==> src/rtl/serial_subtractor.sv <==
// serial_subtractor: bit-serial unsigned subtractor, one result bit per clock, LSB first.
// The FSM runs IDLE -> SHIFT (WIDTH cycles) -> DONE -> IDLE. Results are registered and
// hold until the next completion. A start seen while busy is dropped, not queued.
// Optional feature: define SERIAL_SUB_OVF_EN to add the signed-overflow output ovf.
module serial_subtractor #(
  parameter int WIDTH = 8
) (
  input  logic             clk,
  input  logic             reset_n,
  input  logic             start,
  input  logic [WIDTH-1:0] a,
  input  logic [WIDTH-1:0] b,
  output logic             busy,
  output logic             done,
  output logic [WIDTH-1:0] diff,
  output logic             borrow
`ifdef SERIAL_SUB_OVF_EN
  ,
  output logic             ovf
`endif
);

  localparam int                CNT_W = (WIDTH > 1) ? $clog2(WIDTH) : 1;
  localparam logic [CNT_W-1:0] LAST  = CNT_W'(WIDTH - 1);

  typedef enum logic [1:0] {
    S_IDLE  = 2'd0,
    S_SHIFT = 2'd1,
    S_DONE  = 2'd2
  } state_t;

  state_t           r_state;
  logic [WIDTH-1:0] r_a;
  logic [WIDTH-1:0] r_b;
  logic [WIDTH-1:0] r_res;
  logic             r_br;
  logic [CNT_W-1:0] r_cnt;
  logic             r_busy;
  logic             r_done;
  logic [WIDTH-1:0] r_diff;
  logic             r_borrow;
`ifdef SERIAL_SUB_OVF_EN
  // The operand shift registers lose their MSBs, so the sign bits are kept separately.
  logic             r_a_msb;
  logic             r_b_msb;
  logic             r_ovf;
  logic             w_ovf;
`endif

  logic             w_d;
  logic             w_br_next;
  logic [WIDTH-1:0] w_res_next;

  // Full-subtractor cell working on the current LSBs and the running borrow.
  assign w_d       = r_a[0] ^ r_b[0] ^ r_br;
  assign w_br_next = (~r_a[0] & r_b[0]) | (~(r_a[0] ^ r_b[0]) & r_br);

  // New difference bit enters at the MSB so that after WIDTH shifts bit 0 sits at the LSB.
  always_comb begin
    w_res_next            = r_res >> 1;
    w_res_next[WIDTH-1]   = w_d;
  end

`ifdef SERIAL_SUB_OVF_EN
  // Signed overflow: operands of different sign and result sign differs from the minuend.
  assign w_ovf = (r_a_msb ^ r_b_msb) & (r_a_msb ^ r_res[WIDTH-1]);
`endif

  // Control FSM with datapath registers and registered outputs.
  always_ff @(posedge clk or negedge reset_n) begin
    if (!reset_n) begin
      r_state  <= S_IDLE;
      r_a      <= '0;
      r_b      <= '0;
      r_res    <= '0;
      r_br     <= 1'b0;
      r_cnt    <= '0;
      r_busy   <= 1'b0;
      r_done   <= 1'b0;
      r_diff   <= '0;
      r_borrow <= 1'b0;
`ifdef SERIAL_SUB_OVF_EN
      r_a_msb  <= 1'b0;
      r_b_msb  <= 1'b0;
      r_ovf    <= 1'b0;
`endif
    end else begin
      r_done <= 1'b0;
      case (r_state)
        S_IDLE: begin
          if (start) begin
            r_a     <= a;
            r_b     <= b;
            r_res   <= '0;
            r_br    <= 1'b0;
            r_cnt   <= '0;
            r_busy  <= 1'b1;
`ifdef SERIAL_SUB_OVF_EN
            r_a_msb <= a[WIDTH-1];
            r_b_msb <= b[WIDTH-1];
`endif
            r_state <= S_SHIFT;
          end
        end
        S_SHIFT: begin
          r_a   <= r_a >> 1;
          r_b   <= r_b >> 1;
          r_res <= w_res_next;
          r_br  <= w_br_next;
          if (r_cnt == LAST) begin
            r_state <= S_DONE;
          end else begin
            r_cnt <= r_cnt + 1'b1;
          end
        end
        S_DONE: begin
          r_diff   <= r_res;
          r_borrow <= r_br;
`ifdef SERIAL_SUB_OVF_EN
          r_ovf    <= w_ovf;
`endif
          r_done   <= 1'b1;
          r_busy   <= 1'b0;
          r_state  <= S_IDLE;
        end
        default: begin
          r_busy  <= 1'b0;
          r_state <= S_IDLE;
        end
      endcase
    end
  end

  assign busy   = r_busy;
  assign done   = r_done;
  assign diff   = r_diff;
  assign borrow = r_borrow;
`ifdef SERIAL_SUB_OVF_EN
  assign ovf    = r_ovf;
`endif

endmodule

==> config.mk <==
export PLATFORM = sky130hd
export DESIGN_NAME = serial_subtractor
export DESIGN_NICKNAME = d
export VERILOG_FILES = /design/src/rtl/serial_subtractor.sv
export SDC_FILE = /design/constraint.sdc
export NUM_CORES = 1
export LEC_CHECK = 0
export CAP_MARGIN = 20
export CORE_UTILIZATION = 40
export CTS_BUF_LIST = sky130_fd_sc_hd__clkbuf_4 sky130_fd_sc_hd__clkbuf_8
export DETAILED_ROUTE_END_ITERATION = 10
export DONT_BUFFER_PORTS = 1
export GPL_TIMING_DRIVEN = 0
export PLACE_DENSITY = 0.58
export SETUP_SLACK_MARGIN = 0.5
export SYNTH_ARGS = -nofsm -noshare
export SYNTH_HDL_FRONTEND = slang
export SYNTH_SLANG_ARGS = --single-unit
==> constraint.sdc <==
create_clock -name clk -period 1.9 [get_ports clk]
set_clock_uncertainty 0.05 [all_clocks]
set_input_delay 0 -clock clk [delete_from_list [all_inputs] [get_ports clk]]
set_output_delay 0 -clock clk [all_outputs]
set_load 0.01 [all_outputs]
# ---- Word level (Yosys, flattened, before mapping)
# Cells that the tools add are included.
dict set report op_classes {
  n_reduce_logical 6
  muxes 17
  addsub 1
  n_eq_ne 6
  n_bitwise 8
}
# operator count
set op_table {}
lappend op_table {{one-hot mux 8 bit (2 select lines)} 3}
lappend op_table {{2-to-1 mux 8 bit} 3}
lappend op_table {{2-to-1 mux 3 bit} 2}
lappend op_table {{inequality test 2 bit (second input constant)} 3}
lappend op_table {{one-hot mux 3 bit (2 select lines)} 1}
lappend op_table {{AND reduction 2 bit} 3}
lappend op_table {{2-to-1 mux 2 bit} 2}
lappend op_table {{one-hot mux 1 bit (2 select lines)} 2}
lappend op_table {{one-hot mux 2 bit (2 select lines)} 1}
lappend op_table {{adder 3 x 1 -> 3 bit (second input constant)} 1}
lappend op_table {{equality test 3 bit (second input constant)} 1}
lappend op_table {{2-to-1 mux 1 bit} 3}
lappend op_table {{NOT 1 bit} 3}
lappend op_table {{AND reduction 3 bit} 1}
lappend op_table {{AND 1 bit} 2}
lappend op_table {{equality test 2 x 1 -> 1 bit (second input constant)} 1}
lappend op_table {{equality test 2 bit (second input constant)} 1}
lappend op_table {{zero test 2 bit} 1}
lappend op_table {{nonzero test 2 bit} 1}
lappend op_table {{bitwise XOR 1 bit} 2}
lappend op_table {{bitwise OR 1 bit} 1}
dict set report word_totals {
  word_cells 48
  regBits 41
  inputBits 19
}

# ---- Depth between registers and ports, before layout
# Gate-level depths: netlist (run 1).
dict set report depth {
  ltp_word 5
  depth_mapped 5
  mapped_depth_nobuf 4
}

# ---- Worst setup path before layout (run 1)
# No wires, ideal clock.
dict set report synth_timing {
  path_kind {reg-to-reg}
  start {reg r_cnt[0]}
  end {reg r_cnt[0]}
  path_slack_ns 0.507
  arrival_ns 1.219
  path_stages_with_launch 5
  required_ns 1.726
  setup_time_ns 0.124
  path_cell_list {dfrtp_1 ha_1 ha_1 and3_1 a211o_1}
}
dict set report synth_between {
  elab_chain_cells 3
  elab_cells_between_ends 6
  cone_classes {add/sub: 1; eq/ne: 2; mux: 2; reduce/logical: 1}
}
# item line_no
set synth_lines {}
lappend synth_lines {{start, declared} 37} ;# logic [CNT_W-1:0] r_cnt;
lappend synth_lines {{start signal, assigned} 113} ;# r_cnt <= r_cnt + 1'b1;
lappend synth_lines {{adder 3 x 1 -> 3 bit or equality test 3 bit (tied branches)} {113, 110}}
lappend synth_lines {{2-to-1 mux 3 bit or inequality test 2 bit (tied branches)} -}
lappend synth_lines {{one-hot mux 3 bit (2 select lines) or AND reduction 3 bit (tied branches)} -}
# Parallel ways exist; a longest one is shown, timed or not. The select of a mux whose other input is x is not followed.
# A chain may end at the register's enable or synchronous reset.

# ---- Final worst setup path (run 1)
dict set report layout_timing {
  start {reg r_cnt[1]}
  end {reg r_cnt[0]}
}
dict set report layout_between {
  elab_chain_cells 3
}
# item line_no
set layout_lines {}
lappend layout_lines {{equality test 3 bit} 110} ;# if (r_cnt == LAST) begin
lappend layout_lines {{inequality test 2 bit (no line)} -}
lappend layout_lines {{AND reduction 3 bit (no line)} -}
# No other way between the ends.

==> results.json, run 1 <==
{
  "run_status": "completed",
  "clkLatencyLatePin_ns": 0.29,
  "finalNetCount": 201,
  "netSwitchingPower_w": 0.00114,
  "htreeDepth": 2,
  "syn_nets": 174,
  "gp_congestion": 0.776,
  "routed-via-count": 1325,
  "placement.cell_area_um2": 1960,
  "sum_of_buffers_and_inverters_on_the_critical_path": 0,
  "seq_power_share": 0.444,
  "ys_types": 28,
  "cp_slowest_stage_delay_ns": 0.40,
  "yosys.cell_count.top_type": "dfrtp_1",
  "fp.dieArea_um2": 5020,
  "final_max_slew_viol_count": 0,
  "layout-drive-gt1-share": 0.244,
  "synthesized_area_um2": 1900,
  "cp.required_ns": 2.03,
  "min-delay-path-class": "primary input to flop",
  "avgRoutedWirePerCell_um": 16.6,
  "global_route.overflow_total": 0,
  "crit_path_cell_trace": "ha_2 -> ha_4 -> and3_1 -> a211o_1",
  "synth-seq-area-share": 0.541,
  "pwr-share-comb": 0.346,
  "synth_top_cell_by_area": "dfrtp_1",
  "largest_family_of_logic_cells_by_synthesized_area": "simple AND/OR/NAND/NOR gates",
  "netlist.area_leader.share": 0.541,
  "detailedPlace.worstSlack_ns": 0.416,
  "width_of_the_chip_um": 70.8,
  "cts-root-to-sink-buffers": 2,
  "antenna_found_initial": 0,
  "leakage_nw": 1.05,
  "cts_tree": "yes",
  "drt_drc_violations_left": 0,
  "ys_seq_elements": 41,
  "tcrit_tclk_final": 0.729,
  "setup_total_negative_slack_ns": 0,
  "rows": 24,
  "clock_sink_total": 41,
  "adder_cell_fraction_of_synth_area": 0.0238,
  "synth_cells": 152,
  "synth_ff_type": "dfrtp_1",
  "number_of_flops_mapped_to_enable_cells_by_yosys": 0,
  "postSynth.asyncResetShare": 1.00,
  "grt_first_pass_wirelength_um": 6810,
  "estimated_wirelength_of_the_detail_placed_design_um": 2570,
  "type_of_element_capturing_the_critical_path": "flop",
  "critical-path-slowest-cell": "dfrtp_1",
  "synthXorXnorAreaFrac": 0,
  "yosys-mux-area-fraction": 0.0535,
  "insertedDiodeCount": 0,
  "worst-setup-path-type": "flop to flop",
  "worst_slew_pin_slew_ns": 0.305,
  "rsz0062_at_grt": "yes",
  "synthToLayoutAreaGrowth_pct": 22.8,
  "drv_cap": 0,
  "cts.clk_slew.worst_paths_ns": 0.08,
  "number_of_global_route_vias_before_repair": 1368,
  "ctsRootBufferMaster": "clkbuf_8",
  "synth_compound_area_frac": 0.142,
  "core_region_area_um2": 4440,
  "postRouteWirelength_um": 3840,
  "max-slew-margin-rel": 0.794,
  "groute.usage.overall": 0.176,
  "fp.dieH_um": 70.8,
  "floorplan.initialDensity": 0.427,
  "max_freq_mhz": 722,
  "pwr-share-clk": 0.210,
  "numPortBuffers": 0,
  "critical_path_source_type": "flop",
  "p_int_w": 0.00231,
  "number_of_buffers_created_by_cts": 5,
  "synth_simple_gate_area_share": 0.161,
  "number_of_endpoints_with_negative_hold_slack_in_the_final_report": 0,
  "first_iter_violations": 76,
  "worstPathArrival_ns": 1.51,
  "finalCriticalPeriod_ns": 1.38,
  "final_antenna_violating_net_count": 0,
  "irDropWorstVdd_mv": 0.661,
  "grt_start_max_net_pins": 42,
  "vias_per_cell": 5.71,
  "synth_top_cells_by_area": "dfrtp_1, mux2_2, nor4b_1",
  "synthesis.yosys.warnings": 0,
  "final_design_area_no_fill_um2": 2330,
  "postLayoutCoreUtil": 0.524,
  "io-pin-count": 30,
  "power_density_of_the_placed_cells_nw_per_um2": 1480,
  "final_critical_path_setup_slack_ns": 0.516,
  "drt_pass1_iterations": 6,
  "synthTopCellsByCount": "dfrtp_1, inv_1, nor3b_1, nor4b_1, a211oi_1",
  "setup-violations-final": 0,
  "syn_area_per_cell_um2": 12.5,
  "power.share.switching": 0.331,
  "critPathMaxFanout": 6,
  "critical_path.top_delay_family": "flip-flops"
}
layout make-up:
class / count / area (µm²)
Clock inverter: 2 / 37.5
Sequential cell: 41 / 1030
Fill cell: 406 / 2120
Buffer: 14 / 104
Tap cell: 52 / 65.1
Inverter: 14 / 52.6
Multi-Input combinational cell: 83 / 754
Clock buffer: 6 / 82.6
Timing Repair Buffer: 20 / 205
routing by layer:
| metal | part of all wire | GRT usage | vias up |
|---|---|---|---|
| met5 | 0 | 0 | - |
| met4 | 0.015 | 0.0689 | 0 |
| met3 | 0.052 | 0.0385 | 12 |
| met2 | 0.46 | 0.264 | 46 |
| met1 | 0.48 | 0.250 | 650 |
| li1 | - | - | 617 |
logic make-up after synthesis:
family | after synthesis
flops | 41
simple gates | 39
compound gates | 32
buf+inv | 28
mux | 9
fa+ha+maj | 3
final timing paths:
kind | startpoint | to | slack (ns) | cells past startpoint
worst max-delay path | r_cnt[1] | r_cnt[0] | 0.52 | 4
worst min-delay path | a[7] | r_a[7] | 0.04 | 2
worst max register to register | r_cnt[1] | r_cnt[0] | 0.52 | 4
worst min register to register | r_b[7] | r_b[7] | 0.43 | 1
max in group asynchronous | reset_n | r_b[5] | 1.49 | 2
min in group asynchronous | reset_n | r_res[0] | 0.11 | 2
placed cells by master, fill, tap and decap left out, drive strengths merged, types with 2 or more instances in the layout:
cell type	instances
nor4bb	2
a211o	2
a211oi	10
o221ai	2
clkbuf	8
nand3	2
or4b	4
ha	2
nor3b	11
o221a	4
dfrtp	41
buf	15
mux2	9
dlygate4sd3	17
a22o	8
nor4b	11
a21oi	2
inv	14
nand2b	6
power by group through the flow:
stage / Combinational [W] / Clock (W) / Sequential (W)
floorplan: 0.000881 / 0 / 0.00148
global placement: 0.00102 / 0 / 0.00154
detailed placement: 0.00107 / 0 / 0.00155
CTS: 0.00117 / 0.000742 / 0.00154
global route: 0.00134 / 0.000789 / 0.00159
finish: 0.00119 / 0.000724 / 0.00153
what timing repair did:
item | in CTS | in global routing
pin swaps | 0 | 2
gates resized for setup | 3 | 7
endpoints found under the setup margin | 2 | 13
buffers inserted | 1 | 1
cloned | 0 | 0
hold buffers | 18 | 0
hold endpoints to repair | 56 | 0
metrics by stage:
stage	cells	power [W]	hold WS, ns
final	232	0.00345	0.0436
after detailed placement	204	0.00262	-0.345
after global placement	204	0.00256	-0.345
after CTS	231	0.00345	0.0414
after global routing	232	0.00372	0.0664
after floorplan	152	0.00236	-0.346
registers in the layout, indices dropped and copies added, names as in the netlist:
signal	cells
diff	8
r_a	8
r_b	8
r_res	8
r_cnt	3
r_state	2
borrow	1
busy	1
done	1
r_br	1
Power figures use the tool's default switching activity.
==> inputs of run 2 (changes only) <==
Clock period 1.9 ns to 1.41 ns, I/O delays scaled along.
==> results.json, run 2 (synthesized netlist as in run 1, its figures left out) <==
{
  "min-delay-path-class": "primary input to asynchronous set/reset pin",
  "htreeDepth": 2,
  "critical-path-slowest-cell": "or4b_4",
  "grt_start_max_net_pins": 42,
  "finalNetCount": 202,
  "type_of_element_capturing_the_critical_path": "flop",
  "detailedPlace.worstSlack_ns": 0.0391,
  "number_of_endpoints_with_negative_hold_slack_in_the_final_report": 45,
  "drt_pass1_iterations": 7,
  "rows": 24,
  "r2r_cells": 3,
  "number_of_buffers_created_by_cts": 5,
  "drt_drc_violations_left": 4,
  "worstSetupEndpoint": "r_a[3]",
  "irDropWorstVdd_mv": 0.834,
  "cp_slowest_stage_delay_ns": 0.51,
  "fp.dieArea_um2": 5020,
  "critical_path.reg2reg.startpoint": "r_state[0]",
  "run_status": "finished with violations",
  "cts_tree": "yes",
  "synthToLayoutAreaGrowth_pct": 37.0,
  "fin_total_pwr_w": 0.00509,
  "ctsRootBufferMaster": "clkbuf_8",
  "rsz0062_at_grt": "yes",
  "tcrit_tclk_final": 0.955,
  "antenna_found_initial": 0,
  "max_freq_mhz": 743,
  "first_iter_violations": 50,
  "fill_cells": 368,
  "power_density_of_the_placed_cells_nw_per_um2": 1960,
  "insertedDiodeCount": 0,
  "setup-violations-final": 0,
  "gp_congestion": 0.763,
  "core_region_area_um2": 4440,
  "worstPathArrival_ns": 1.49,
  "cp.required_ns": 1.55,
  "crit_path_cell_trace": "buf_6 -> or4b_4 -> o221a_2",
  "groute.usage.overall": 0.191,
  "width_of_the_chip_um": 70.8,
  "io-pin-count": 30,
  "fp.dieH_um": 70.8,
  "clock_sink_total": 41,
  "cts-root-to-sink-buffers": 2,
  "global_route.overflow_total": 0,
  "finalCriticalPeriod_ns": 1.35,
  "estimated_wirelength_of_the_detail_placed_design_um": 2740,
  "setup_total_negative_slack_ns": 0,
  "most_frequent_standard_cell_in_the_layout_excluding_fill_and_tap_cells": "dfrtp_1",
  "violations": "design-rule violations, negative hold slack",
  "clkLatencyLatePin_ns": 0.30,
  "mostFrequentLayoutCells": "dfrtp_1, inv_1, dlygate4sd3_1, buf_6, mux2_2",
  "final_antenna_violating_net_count": 0,
  "whs_ns": -0.672,
  "postRouteWirelength_um": 4540,
  "routed-via-count": 1338,
  "critPathLaunch": "r_state[0]",
  "holdBufCountCts": 13,
  "worst-setup-path-type": "flop to flop",
  "avgRoutedWirePerCell_um": 19.5,
  "vias_per_cell": 5.74,
  "worst_slew_pin_slew_ns": 0.313,
  "worst_reg2reg_setup_slack_ns": 0.06,
  "number_of_global_route_vias_before_repair": 1434,
  "grt_first_pass_wirelength_um": 7270,
  "final_critical_path_setup_slack_ns": 0.0633,
  "floorplan.initialDensity": 0.427,
  "critPathMaxFanout": 10,
  "critical_path_source_type": "flop",
  "final_max_slew_viol_count": 0,
  "drv_cap": 0,
  "max-slew-margin-rel": 0.788,
  "numPortBuffers": 0,
  "layout-drive-gt1-share": 0.453,
  "leakage_nw": 1.15,
  "r2r_end": "r_a[3]",
  "cts.clk_slew.worst_paths_ns": 0.09,
  "postLayoutCoreUtil": 0.584
}
[run 2: cell count changes in the layout (fill, tap and decap cells not counted), sizes merged]
cell / change
buf: +7
dlygate4sd3: -4
clkbuf: -3
clkinv: +3
bufinv: -1
clkinvlp: -1
[run 2: power by group]
part | internal (W) | total [W] | switching, W
Sequential | 0.00168 | 0.00209 | 0.000403
Combinational | 0.00121 | 0.00220 | 0.000998
Clock | 0.000351 | 0.000796 | 0.000444
Total | 0.00324 | 0.00509 | 0.00185
[run 2: area by class of cell]
class	count	area, µm²	area share
plain buffers	14	156	0.0602
clock buffers	5	68.8	0.0265
clock inverters	3	22.5	0.00867
inverters	14	52.6	0.0202
multi-input cells	83	1010	0.387
flip-flops and latches	41	1030	0.395
well taps	52	65.1	0.0251
repair buffers	21	199	0.0766
[run 2: how the worst min path moves through the flow]
| stage | start | end | slack (ns) | depth (start not counted) |
|---|---|---|---|---|
| 2_1_floorplan | reset_n | borrow | -0.35 | 0 |
| 5_1_grt | reset_n | diff[0] | -0.69 | 0 |
| 3_5_place_dp | reset_n | diff[1] | -0.34 | 0 |
| 6_report | reset_n | done | -0.67 | 0 |
| 3_3_place_gp | reset_n | r_res[0] | -0.34 | 0 |
| 4_1_cts | reset_n | r_res[0] | -0.68 | 0 |
[run 2: repair_timing]
action	4_1_cts	5_1_grt
gates resized for setup	16	25
cloned	1	2
hold endpoints to repair	59	45
pin swaps	2	2
setup buffers	4	1
setup endpoints to repair	41	41
[run 2: worst max-delay path: cells and delay by family (launching register included)]
| family | cells | cell delay, ns |
|---|---|---|
| simple gates | 1 | 0.51 |
| buf+inv | 1 | 0.15 |
| compound gates | 1 | 0.14 |
| flops | 1 | 0.39 |
[run 2: per-stage QoR]
stage | std cells | hold WS, ns | cell area, µm²
finish | 233 | -0.672 | 2600
global route | 233 | -0.688 | 2600
CTS | 230 | -0.677 | 2460
detailed placement | 204 | -0.344 | 2130
global placement | 204 | -0.344 | 2130
floorplan | 152 | -0.346 | 2060
[run 2: metal layers]
| layer | routed length [µm] | up-vias | share of wire | track usage |
|---|---|---|---|---|
| li1 | - | 616 | - | - |
| met1 | 2010 | 694 | 0.44 | 0.241 |
| met3 | 144 | 6 | 0.032 | 0.0456 |
| met4 | 65 | 0 | 0.014 | 0.0689 |
| met2 | 2320 | 22 | 0.51 | 0.322 |
| met5 | 0 | - | 0 | 0 |
==> inputs of run 3 (changes only) <==
Settings changed: REMOVE_ABC_BUFFERS set to 1.
==> results.json, run 3 (synthesized netlist as in run 1, its figures left out) <==
{
  "final_antenna_violating_net_count": 0,
  "io-pin-count": 30,
  "r2r_cells": 5,
  "vias_per_cell": 5.97,
  "fin_total_pwr_w": 0.00579,
  "number_of_global_route_vias_before_repair": 1343,
  "seq_power_share": 0.369,
  "pwr-share-comb": 0.454,
  "antenna_found_initial": 0,
  "power_density_of_the_placed_cells_nw_per_um2": 2030,
  "routed-via-count": 1414,
  "fp.dieH_um": 70.8,
  "drt_pass1_iterations": 8,
  "fp.dieArea_um2": 5020,
  "critical_path_source_type": "flop",
  "groute.usage.overall": 0.182,
  "number_of_buffers_created_by_cts": 5,
  "drt_drc_violations_left": 0,
  "detailedPlace.worstSlack_ns": -0.754,
  "tcrit_tclk_final": 1.04,
  "rows": 24,
  "worst_reg2reg_setup_slack_ns": -0.05,
  "number_of_endpoints_with_negative_hold_slack_in_the_final_report": 67,
  "fill_cells": 329,
  "leakage_nw": 1.29,
  "clkLatencyLatePin_ns": 0.30,
  "rsz0062_at_grt": "yes",
  "power.share.switching": 0.341,
  "htreeDepth": 2,
  "max-slew-margin-rel": 0.774,
  "netSwitchingPower_w": 0.00198,
  "clock_sink_total": 41,
  "synthToLayoutAreaGrowth_pct": 50.5,
  "global_route.overflow_total": 0,
  "layout-drive-gt1-share": 0.481,
  "insertedDiodeCount": 0,
  "postLayoutCoreUtil": 0.642,
  "finalCriticalPeriod_ns": 1.46,
  "violations": "negative hold slack, negative setup slack",
  "worst_slew_pin_slew_ns": 0.338,
  "core_region_area_um2": 4440,
  "whs_ns": -0.662,
  "setup-violations-final": 3,
  "grt_start_max_net_pins": 42,
  "worstPathArrival_ns": 1.59,
  "final_max_slew_viol_count": 0,
  "postRouteWirelength_um": 5040,
  "critPathMaxFanout": 9,
  "placed_cells_incl_taps": 190,
  "mostFrequentLayoutCells": "dfrtp_1, inv_1, dlygate4sd3_1, mux2_4",
  "worst-setup-path-type": "flop to flop",
  "finalNetCount": 206,
  "first_iter_violations": 93,
  "type_of_element_capturing_the_critical_path": "flop",
  "gp_congestion": 0.679,
  "final_critical_path_setup_slack_ns": -0.0511,
  "estimated_wirelength_of_the_detail_placed_design_um": 2120,
  "max_freq_mhz": 684,
  "cp.required_ns": 1.54,
  "min-delay-path-class": "primary input to asynchronous set/reset pin",
  "cts.clk_slew.worst_paths_ns": 0.08,
  "pwr-share-clk": 0.176,
  "avgRoutedWirePerCell_um": 21.3,
  "numPortBuffers": 0,
  "grt_first_pass_wirelength_um": 6860,
  "floorplan.initialDensity": 0.427,
  "cts_tree": "yes",
  "irDropWorstVdd_mv": 0.895,
  "run_status": "finished with violations",
  "most_frequent_standard_cell_in_the_layout_excluding_fill_and_tap_cells": "dfrtp_1",
  "p_int_w": 0.00382,
  "width_of_the_chip_um": 70.8,
  "drv_cap": 0,
  "ctsRootBufferMaster": "clkbuf_8",
  "cts-root-to-sink-buffers": 2,
  "finish.cell_count_without_fillers": 237
}
run 3: cell types whose count changed in the layout (fill, tap and decap cells not counted), moves of 3 or more:
| cell | before | now |
|---|---|---|
| mux2_4 | 0 | 9 |
| buf_6 | 10 | 5 |
| nand2b_4 | 2 | 6 |
| buf_2 | 4 | 0 |
| buf_4 | 5 | 8 |
| a211oi_1 | 3 | 8 |
| nand2b_1 | 4 | 0 |
| a211oi_2 | 7 | 2 |
| mux2_2 | 9 | 0 |
run 3: area by class of cell:
cell class | instances | area, µm² | area share
timing repair buffer | 34 | 429 | 0.150
clock inverter | 1 | 30.0 | 0.0105
sequential | 41 | 1030 | 0.362
tap | 52 | 65.1 | 0.0228
inverter | 14 | 52.6 | 0.0184
multi-input combinational | 88 | 1150 | 0.404
clock buffer | 7 | 90.1 | 0.0316
run 3: worst paths after layout:
kind | start | endpoint
max | r_state[1] | r_a[2]
min | reset_n | done
max reg2reg | r_state[1] | r_a[2]
min reg2reg | r_b[7] | r_b[7]
max in group asynchronous | reset_n | r_state[0]
min in group clk | start | r_state[0]
run 3: per-stage QoR:
step,TNS [ns],area [µm²]
after floorplan,-12.46,1800
after global placement,-32.38,1860
after detailed placement,-24.13,1870
after CTS,0,2430
after global routing,-0.275,2850
final,-0.0785,2850
run 3: layer usage:
layer | GRT usage | wire length [µm] | up-vias
met3 | 0.0385 | 203 | 10
met1 | 0.246 | 2260 | 737
met4 | 0.0667 | 95 | 0
met2 | 0.291 | 2490 | 31
li1 | - | - | 636
met5 | 0 | 0 | -
run 3: what timing repair did:
action,CTS,global route
cloned,3,6
gates resized for setup,36,53
pin swaps,9,4
hold buffers,9,2
buffers inserted,16,3
setup endpoints to repair,41,41
endpoints found under the hold margin,64,67
run 3: critical path, cell delays in order, from the launching register on:
cell and delay, ns:
dfrtp_4 0.55, buf_8 0.17, buf_4 0.14, buf_6 0.13, nor3b_2 0.24, a211oi_2 0.06
run 3: power groups by stage:
| stage | logic [W] | clock network, W | registers, W |
|---|---|---|---|
| final | 0.00263 | 0.00102 | 0.00214 |
| after global routing | 0.00282 | 0.00107 | 0.00219 |
| after CTS | 0.00198 | 0.00101 | 0.00209 |
| after detailed placement | 0.00115 | 0 | 0.00223 |
| after global placement | 0.00107 | 0 | 0.00220 |
| after floorplan | 0.000960 | 0 | 0.00208 |
